[src/rtl/i2c_bus_monitor_fifo.sv]
// i2c_bus_monitor_fifo: passive I2C monitor that decodes bus events into a show-ahead event FIFO
// Ports: i2c_core_clock/preset (sync, active-high) clock and reset; enable gates decoding;
//        scl_i/sda_i raw bus samples; evt_valid/evt_ready/evt_* FIFO head and handshake;
//        fifo_level occupancy; overflow sticky drop flag cleared by clr_overflow;
//        start_pulse/stop_pulse one-cycle condition strobes; bus_busy high between START and STOP.
module i2c_bus_monitor_fifo #(
  parameter int SYNC_STAGES = 2,
  parameter int FILTER_LEN  = 3,
  parameter int FIFO_DEPTH  = 8
) (
  input  logic                             i2c_core_clock,
  input  logic                             preset,
  input  logic                             enable,
  input  logic                             scl_i,
  input  logic                             sda_i,
  input  logic                             evt_ready,
  input  logic                             clr_overflow,
  output logic                             evt_valid,
  output logic [2:0]                       evt_type,
  output logic [7:0]                       evt_data,
  output logic                             evt_ack,
  output logic                             evt_err,
  output logic [$clog2(FIFO_DEPTH+1)-1:0]  fifo_level,
  output logic                             overflow,
  output logic                             start_pulse,
  output logic                             stop_pulse,
  output logic                             bus_busy
);
  localparam int LW = $clog2(FIFO_DEPTH + 1);
  localparam int AW = $clog2(FIFO_DEPTH);
  localparam int CW = $clog2(FILTER_LEN + 1);
  typedef enum logic [2:0] {IDLE, ADDR, ACK_A, DATA, ACK_D} state_t;
  logic [1:0] raw, filt, prev;
  assign raw = {scl_i, sda_i};
  for (genvar i = 0; i < 2; i++) begin : g_line
    logic [SYNC_STAGES-1:0] sync;
    logic [CW-1:0] cnt;
    logic f;
    // The filtered line only follows the synchronised value after it has differed for FILTER_LEN cycles in a row
    always_ff @(posedge i2c_core_clock)
      if (preset) begin
        sync <= '1;
        cnt  <= '0;
        f    <= 1'b1;
      end else begin
        sync <= {sync[SYNC_STAGES-2:0], raw[i]};
        if (sync[SYNC_STAGES-1] == f) cnt <= '0;
        else if (cnt == CW'(FILTER_LEN - 1)) begin
          cnt <= '0;
          f   <= sync[SYNC_STAGES-1];
        end else cnt <= cnt + 1'b1;
      end
    assign filt[i] = f;
  end
  always_ff @(posedge i2c_core_clock)
    prev <= preset ? 2'b11 : filt;
  logic start_det, stop_det, scl_rise;
  assign start_det = prev[1] & filt[1] & prev[0] & ~filt[0];
  assign stop_det  = prev[1] & filt[1] & ~prev[0] & filt[0];
  assign scl_rise  = ~prev[1] & filt[1];
  state_t state, nstate;
  logic [2:0] bitcnt, nbit;
  logic [7:0] shreg, nsh;
  logic push, partial;
  logic [12:0] ev;
  assign start_pulse = enable & start_det;
  assign stop_pulse  = enable & stop_det;
  assign bus_busy    = enable & (state != IDLE);
  // The SCL high phase that carries a START/STOP has already been counted as one bit,
  // so a byte is only truncated when a second bit (or the full eight) preceded the condition.
  assign partial = (state == ACK_A) | (state == ACK_D) | (bitcnt[2:1] != 2'b00);
  always_comb begin
    nstate = state;
    nbit   = bitcnt;
    nsh    = shreg;
    push   = 1'b0;
    ev     = '0;
    if (!enable) begin
      nstate = IDLE;
      nbit   = '0;
    end else if (start_det) begin
      push   = 1'b1;
      ev     = {(state == IDLE) ? 3'd1 : 3'd4, 8'h00, 1'b0, partial};
      nstate = ADDR;
      nbit   = '0;
    end else if (stop_det) begin
      push   = state != IDLE;
      ev     = {3'd5, 8'h00, 1'b0, partial};
      nstate = IDLE;
      nbit   = '0;
    end else if (scl_rise && state != IDLE) begin
      if (state == ACK_A || state == ACK_D) begin
        push   = 1'b1;
        ev     = {(state == ACK_A) ? 3'd2 : 3'd3, shreg, ~filt[0], 1'b0};
        nstate = DATA;
        nbit   = '0;
      end else begin
        nsh  = {shreg[6:0], filt[0]};
        nbit = bitcnt + 3'd1;
        if (bitcnt == 3'd7) nstate = (state == ADDR) ? ACK_A : ACK_D;
      end
    end
  end
  always_ff @(posedge i2c_core_clock)
    if (preset) begin
      state  <= IDLE;
      bitcnt <= '0;
      shreg  <= '0;
    end else begin
      state  <= nstate;
      bitcnt <= nbit;
      shreg  <= nsh;
    end
  logic [12:0] mem [FIFO_DEPTH];
  logic [AW-1:0] wp, rp;
  logic full, pop, wr;
  assign full = fifo_level == LW'(FIFO_DEPTH);
  assign pop  = evt_valid & evt_ready;
  assign wr   = push & (~full | pop);
  always_ff @(posedge i2c_core_clock)
    if (wr) mem[wp] <= ev;
  always_ff @(posedge i2c_core_clock)
    if (preset) begin
      wp         <= '0;
      rp         <= '0;
      fifo_level <= '0;
      overflow   <= 1'b0;
    end else begin
      if (wr) wp <= wp + 1'b1;
      if (pop) rp <= rp + 1'b1;
      fifo_level <= fifo_level + LW'(wr) - LW'(pop);
      if (push & full & ~pop) overflow <= 1'b1;
      else if (clr_overflow) overflow <= 1'b0;
    end
  assign evt_valid = fifo_level != '0;
  assign {evt_type, evt_data, evt_ack, evt_err} = evt_valid ? mem[rp] : 13'd0;
endmodule

[config.mk]
export PLATFORM = sky130hd
export DESIGN_NAME = i2c_bus_monitor_fifo
export DESIGN_NICKNAME = d
export VERILOG_FILES = /design/src/rtl/i2c_bus_monitor_fifo.sv
export SDC_FILE = /design/constraint.sdc
export NUM_CORES = 1
export LEC_CHECK = 0
export ABC_AREA = 1
export BUFFER_PORTS_ARGS = -buffer_cell sky130_fd_sc_hd__buf_2
export CORE_ASPECT_RATIO = 1.25
export CORE_UTILIZATION = 56
export CTS_CLUSTER_SIZE = 40
export DETAILED_ROUTE_END_ITERATION = 8
export HOLD_SLACK_MARGIN = 0.1
export PLACE_DENSITY = 0.74
export SLEW_MARGIN = 0
export SYNTH_ARGS = -nofsm -noshare
export SYNTH_HDL_FRONTEND = slang
export SYNTH_SLANG_ARGS = --single-unit
export TNS_END_PERCENT = 1
[constraint.sdc]
create_clock -name i2c_core_clock -period 3.27 [get_ports i2c_core_clock]
set_input_delay 0.327 -clock i2c_core_clock [delete_from_list [all_inputs] [get_ports i2c_core_clock]]
set_output_delay 0.327 -clock i2c_core_clock [all_outputs]
set_load 0.01 [all_outputs]
==> results of run 1 <==
-- tightest hold or removal path, stage by stage --
cell     delay, ns
buf_2         0.07
inv_1         0.03
nand2_1       0.04
a21oi_1       0.06
-- power by group through the flow --
stage | clock, uW | sequential, uW | combinational [uW]
after global placement | 0 | 2050 | 850
after global routing | 1840 | 2020 | 994
after floorplan | 0 | 2050 | 645
after CTS | 1750 | 2010 | 884
final | 1730 | 2010 | 875
after detailed placement | 0 | 2050 | 876
-- layout make-up --
type	instances	area (sq um)
clock inverter	6	58.8
multi-input combinational	336	1790
tap	129	161
inverter	48	188
timing repair buffer	40	235
clock buffer	26	469
fill	788	3430
sequential	144	3930
-- routing by layer --
layer | global-route usage | routed length (um) | vias to the layer above | share of wire
met4 | 0.0833 | 235 | 0 | 0.020
met1 | 0.265 | 4580 | 1907 | 0.39
met2 | 0.417 | 6360 | 115 | 0.54
li1 | - | - | 1966 | -
met3 | 0.0652 | 610 | 24 | 0.052
met5 | 0 | 0 | - | 0
-- sequential cells by signal (all words and copies together), names as in the netlist, named ones only --
name	cells
wp	3
mem	104
g_line.sync	4
g_line.cnt	4
shreg	8
overflow	1
bitcnt	3
state	3
g_line.f	2
rp	3
fifo_level	4
prev	2
-- repair_timing --
item                                   in CTS  in global routing
endpoints found under the hold margin       2                  0
gates resized for setup                     0                  0
hold buffers                                2                  0
-- cells by family after synthesis --
family                     synth area share
xor gates and xnor gates            0.00146
and+or+nand+nor                       0.143
DFF                                   0.653
buffers and inverters                0.0481
adders and majority gates            0.0283
muxes                                0.0217
AOI/OAI and AO/OA                     0.104
-- cells in the mapped netlist (2+ instances only) --
master,instances,area (sq um)
o21ai_0,79,395
inv_1,44,165
clkbuf_1,9,33.8
o21ai_1,4,20.0
dfxtp_1,40,801
mux2i_1,13,130
nor2_2,2,12.5
a22oi_1,2,15.0
edfxtp_1,104,3120
nor2_4,2,22.5
nor2_1,131,492
ha_1,12,150
nand3_2,2,20.0
or2_2,4,25.0
buf_2,11,55.1
a21oi_1,16,80.1
inv_2,2,7.51
nand3_1,9,45.0
nand2_1,27,101
o211ai_1,2,15.0
nand2_4,4,45.0
nor3_1,3,15.0
nor3_2,4,40.0
o22ai_1,13,81.3
-- through the flow --
step                      std cells  total power (uW)
final                           729              4620
after global routing            729              4850
after CTS                       729              4650
after detailed placement        695              2930
after global placement          695              2900
after floorplan                 550              2690
-- placed cells by master, fill, tap and decap left out, types with 8 or more instances in the layout --
master     netlist  routed
clkbuf_16        0      17
nand3_1          9       9
mux2i_1         13      13
a21oi_1         16      16
edfxtp_1       104     104
dfxtp_1         40      39
buf_2           11      28
o22ai_1         13      13
inv_1           44      44
nor2_1         131     131
buf_4            1      10
clkbuf_1         9       8
ha_1            12      12
o21ai_0         79      79
nand2_1         27      27
-- worst max path at each step --
stage	from	end	slack [ns]
final	flip-flop	evt_type[0]	0.47
after global routing	flip-flop	evt_type[0]	0.25
after CTS	flip-flop	evt_type[0]	0.44
after detailed placement	state[1]$_SDFFE_PP0P_	fifo_level[2]$_SDFF_PP0_	0.71
after global placement	fifo_level[2]$_SDFF_PP0_	fifo_level[2]$_SDFF_PP0_	0.80
after floorplan	fifo_level[2]$_SDFF_PP0_	fifo_level[2]$_SDFF_PP0_	1.04
==> qor.tcl, run 1 <==
set qor(netlist_area_sq_mm) 0.00601
set qor(dr.pass1.iters) 4
set qor(portBuffers) 28
set qor(critical_path.reg2reg.endpoint) {fifo_level[2]$_SDFF_PP0_}
set qor(layout-drive-gt1-share) 0.145
set qor(ys_seq_area_frac) 0.653
set qor(cts.reportedPaths.clkPinSlew_ns) 0.06
set qor(hp-class) {in2reg}
set qor(ctsHtreeMaxLevel) 4
set qor(worst_path_most_repeated_cell) {o21ai_0}
set qor(flow.area_growth_from_synthesis_pct) 13.7
set qor(fin_hold_ws_ns) 0.161
set qor(clk_latency_ns) 0.42
set qor(yosys_warnings) 0
set qor(crit-reg2reg-launch) {state[1]$_SDFFE_PP0P_}
set qor(p_per_area_mw_per_mm2) 676
set qor(leak_pwr_uw) 0.00263
set qor(grt_antenna_before_repair) 0
set qor(max_slew_margin) 0.179
set qor(synth_enable_flop_cells) 104
set qor(fmax_mhz) 357
set qor(endpoint_kind) {primary output}
set qor(hold_start) {clr_overflow}
set qor(max-vdd-ir-drop_mv) 0.481
set qor(worst-path-stages) 6
set qor(cpLargestDelayFamily) {buffers and inverters}
set qor(first_global_vias) 3989
set qor(synthArstFlopShare) 0
set qor(post_synth_inst_count) 550
set qor(worstSetupStartpointType) {flip-flop}
set qor(antenna_cells) 0
set qor(power.internal_uw) 3330
set qor(timing.final.setup_violations) 0
set qor(worst_slew_pin_slew_ns) 1.23
set qor(via_per_inst) 5.50
set qor(cts_made_buffers) 17
set qor(design.die.area_sq_mm) 0.0111
set qor(worst_slack_at_placement_ns) 0.705
set qor(maxCapViolations) 0
set qor(final_util) 0.666
set qor(criticalPathCategory) {reg2out}
set qor(unrepaired_setup_endpoints_after_global_routing) {false}
set qor(final_nets) 607
set qor(post-dp-hpwl_um) 7260
set qor(dieHeight_um) 118
set qor(ctsLongestPathBuffers) 2
set qor(synthesis.area_per_instance_sq_um) 10.9
set qor(aggregate_routed_wire_length_um) 11800
set qor(grt_use_total) 0.235
set qor(core_region_sq_mm) 0.0103
set qor(path_cells) {inv_1, o21ai_0, o21ai_0, o21ai_0, nor2_1, buf_2}
set qor(timing.final.crit_period_ns) 2.80
set qor(synth_seq_cells) 144
set qor(detail-route-antenna-nets) 0
set qor(netlist-cell-type-count) 35
set qor(holdPathStages) 4
set qor(postSynthNetCount) 570
set qor(initial_utilization) 0.585
set qor(clockRootBuffer) {clkbuf_16}
set qor(finalCritPeriodShare) 0.857
set qor(gpl.final_weighted_congestion) 0.866
set qor(drtIter0Drc) 300
set qor(swShare) 0.279
set qor(share_seq_of_total_power) 0.436
set qor(count_of_boundary_i_o_pins) 29
set qor(detailed_route_drc_error_count) 0
set qor(via_count) 4012
set qor(place_area_sq_mm) 0.00628
set qor(final-max-slew-violation-count) 0
set qor(globalRouteOverflowTotal) 0
set qor(run_status) {finished clean}
set qor(cpPeakStageDelay_ns) 0.87
set qor(r2r_cells) 13
set qor(hold_endpoint) {overflow$_SDFFE_PP0P_}
set qor(critPathMaxFanout) 39
set qor(arrival_ns) 2.48
set qor(power_frac_comb) 0.189
set qor(horizontal_die_dimension_um) 94.6
set qor(total_switching_power_uw) 1290
set qor(cts_tree) {yes}
set qor(clock_sink_count) 144
set qor(first_pass_grt_wire_length_um) 19400
set qor(cp_num_buf_inv) 2
set qor(stdcell_area_sq_mm) 0.00683
set qor(final_hold_viol_count) 0
set qor(crit_required_ns) 2.94
set qor(worst_clock_skew_ns) 0.00783
set qor(postCtsSetupBuffers) 0
set qor(detail_route.wl_per_cell_um) 16.2
set qor(power_frac_clock) 0.375
set qor(most_common_flop_cell_mapped_by_yosys) {edfxtp_1}
set qor(cp_slowest_cell) {inv_1}
set qor(reg2reg_setup_slack_ns) 0.66
set qor(finalWorstSetupSlack_ns) 0.468
set qor(floorplan.rows) 41
set qor(grt_max_degree) 53
set qor(setup_tns_ns) 0
No activity file was read; power rests on OpenSTA's default activity.
==> run 2, diff against run 1 <==
==> constraint.sdc (replaced) <==
create_clock -name i2c_core_clock -period 3.27 [get_ports i2c_core_clock]
set_input_delay 0.4905 -clock i2c_core_clock [delete_from_list [all_inputs] [get_ports i2c_core_clock]]
set_output_delay 0.4905 -clock i2c_core_clock [all_outputs]
set_load 0.01 [all_outputs]
==> qor.tcl, run 2 (synthesis results as in run 1) <==
set qor(ctsHtreeMaxLevel) 4 ;# unchanged
set qor(postCtsHoldBufs) 0 ;# was 2
set qor(final.fill_count) 764 ;# was 788
set qor(largest_register_ff_count) 104 ;# unchanged
set qor(cpPeakStageDelay_ns) 0.72 ;# was 0.87 ns
set qor(finalWorstSetupSlack_ns) 0.613 ;# was 0.468 ns
set qor(leading_cell_type_in_the_layout_fill_and_taps_excluded) {nor2_1} ;# unchanged
set qor(antenna_cells) 0 ;# unchanged
set qor(first_global_vias) 3975 ;# was 3989
set qor(finalCritPeriodShare) 0.813 ;# was 0.857
set qor(power_uw) 4740 ;# was 4620 uW
set qor(run_status) {finished clean} ;# unchanged
set qor(p_per_area_mw_per_mm2) 691 ;# was 676 mW/mm^2
set qor(dieHeight_um) 118 ;# unchanged
set qor(ctsLongestPathBuffers) 2 ;# unchanged
set qor(critPathMaxFanout) 20 ;# was 39
set qor(hp-class) {in2reg} ;# unchanged
set qor(max-vdd-ir-drop_mv) 0.493 ;# was 0.481 mV
set qor(arrival_ns) 2.17 ;# was 2.48 ns
set qor(clockRootBuffer) {clkbuf_16} ;# unchanged
set qor(grtUsageMet1) 0.256 ;# was 0.265
set qor(timing.final.crit_period_ns) 2.66 ;# was 2.80 ns
set qor(place_area_sq_mm) 0.00630 ;# was 0.00628 sq mm
set qor(via_count) 4029 ;# was 4012
set qor(max_slew_margin) 0.341 ;# was 0.179
set qor(endpoint_kind) {primary output} ;# unchanged
set qor(timing.final.setup_violations) 0 ;# unchanged
set qor(path_cells) {buf_4, o21ai_0, o21ai_0, o21ai_0, nor2_1, buf_2} ;# was inv_1, o21ai_0, o21ai_0, o21ai_0, nor2_1, buf_2
set qor(reg2reg_setup_slack_ns) 0.66 ;# about the same
set qor(grt_use_total) 0.230 ;# was 0.235
set qor(post_cts_resize_count) 0 ;# unchanged
set qor(clk_latency_ns) 0.42 ;# about the same
set qor(worst_slack_at_placement_ns) 0.680 ;# was 0.705 ns
set qor(first_pass_grt_wire_length_um) 18900 ;# was 19400 um
set qor(cts_tree) {yes} ;# unchanged
set qor(unrepaired_setup_endpoints_after_global_routing) {false} ;# unchanged
set qor(fin_hold_ws_ns) 0.256 ;# was 0.161 ns
set qor(horizontal_die_dimension_um) 94.6 ;# unchanged
set qor(gpl.final_weighted_congestion) 0.900 ;# was 0.866
set qor(grt.busiest_layer) {met2} ;# unchanged
set qor(core_region_sq_mm) 0.0103 ;# unchanged
set qor(worst_slew_pin_slew_ns) 0.979 ;# was 1.23 ns
set qor(design.die.area_sq_mm) 0.0111 ;# unchanged
set qor(cts.reportedPaths.clkPinSlew_ns) 0.06 ;# about the same
set qor(drtIter0Drc) 282 ;# was 300
set qor(final_nets) 608 ;# was 607
set qor(dr.pass1.iters) 7 ;# was 4
set qor(criticalPathCategory) {reg2out} ;# unchanged
set qor(fmax_mhz) 376 ;# was 357 MHz
set qor(aggregate_routed_wire_length_um) 11900 ;# was 11800 um
set qor(leak_pwr_uw) 0.00265 ;# was 0.00263 uW
set qor(worstSetupStartpointType) {flip-flop} ;# unchanged
set qor(worst_clock_skew_ns) 0.00660 ;# was 0.00783 ns
set qor(final-max-slew-violation-count) 0 ;# unchanged
set qor(detailed_route_drc_error_count) 0 ;# unchanged
set qor(grt_antenna_before_repair) 0 ;# unchanged
set qor(floorplan.rows) 41 ;# unchanged
set qor(via_per_inst) 5.52 ;# was 5.50
set qor(maxCapViolations) 0 ;# unchanged
set qor(cp_slowest_cell) {dfxtp_1} ;# was inv_1
set qor(final_hold_viol_count) 0 ;# unchanged
set qor(globalRouteMet3Util) 0.0646 ;# was 0.0652
set qor(post-dp-hpwl_um) 7500 ;# was 7260 um
set qor(regMostFlops) {mem} ;# unchanged
set qor(layout-drive-gt1-share) 0.153 ;# was 0.145
set qor(mostFrequentLayoutCells) {nor2_1 (131), edfxtp_1 (104), o21ai_0 (79)} ;# unchanged
set qor(worst_path_most_repeated_cell) {o21ai_0} ;# unchanged
set qor(portBuffers) 28 ;# unchanged
set qor(reg_top3) {mem: 104 flops, shreg: 8 flops} ;# unchanged
set qor(detail_route.wl_per_cell_um) 16.3 ;# was 16.2 um
set qor(initial_utilization) 0.585 ;# unchanged
set qor(setup_tns_ns) 0 ;# unchanged
set qor(postCtsSetupBuffers) 0 ;# unchanged
set qor(detail-route-antenna-nets) 0 ;# unchanged
set qor(globalRouteOverflowTotal) 0 ;# unchanged
set qor(grt.met2_usage) 0.402 ;# was 0.417
set qor(crit_required_ns) 2.78 ;# was 2.94 ns
set qor(stdcell_area_sq_mm) 0.00687 ;# was 0.00683 sq mm
set qor(count_of_boundary_i_o_pins) 29 ;# unchanged
set qor(clock_sink_count) 144 ;# unchanged
set qor(grt_max_degree) 53 ;# unchanged
set qor(flow.area_growth_from_synthesis_pct) 14.3 ;# was 13.7%
set qor(cts_made_buffers) 17 ;# unchanged
-- run 2: worst paths after layout --
kind                                     start                           end  cells past startpoint
setup / recovery                     flip-flop                   evt_data[6]                      6
hold / removal                           sda_i  g_line[0].sync[0]$_SDFF_PP1_                      2
setup reg to reg      fifo_level[2]$_SDFF_PP0_      fifo_level[2]$_SDFF_PP0_                     13
hold reg to reg   g_line[1].sync[0]$_SDFF_PP1_  g_line[1].sync[1]$_SDFF_PP1_                      1
-- run 2: cell type report --
class / count / area (sq um) / area share
sequential: 144 / 3930 / 0.572
multi-input combinational: 336 / 1790 / 0.261
clock buffer: 25 / 475 / 0.0693
timing repair buffer: 41 / 238 / 0.0346
inverter: 48 / 188 / 0.0273
tap: 129 / 161 / 0.0235
clock inverter: 7 / 85.1 / 0.0124
-- run 2: metrics by stage --
step | util | instances
final | 0.669 | 730
after global routing | 0.669 | 730
after CTS | 0.669 | 730
after detailed placement | 0.615 | 698
after global placement | 0.615 | 698
after floorplan | - | 550
-- run 2: worst max-delay path, delay by kind of cell, from the launching register on --
family	cells	cell delay, ns
AND/OR/NAND/NOR	1	0.12
buffers and inverters	2	0.48
flip-flops	1	0.72
AO/OA/AOI/OAI	3	0.42
-- run 2: routing by layer --
metal / part of all wire / wire length (um)
met5: 0 / 0
met4: 0.017 / 197
met3: 0.052 / 623
met2: 0.54 / 6400
met1: 0.39 / 4650
-- run 2: power breakdown --
group	leakage, uW	internal [uW]	switching, uW
Clock	0.000270	1150	680
Sequential	0.00136	1980	57.0
Combinational	0.00103	306	569
Total	0.00265	3440	1310
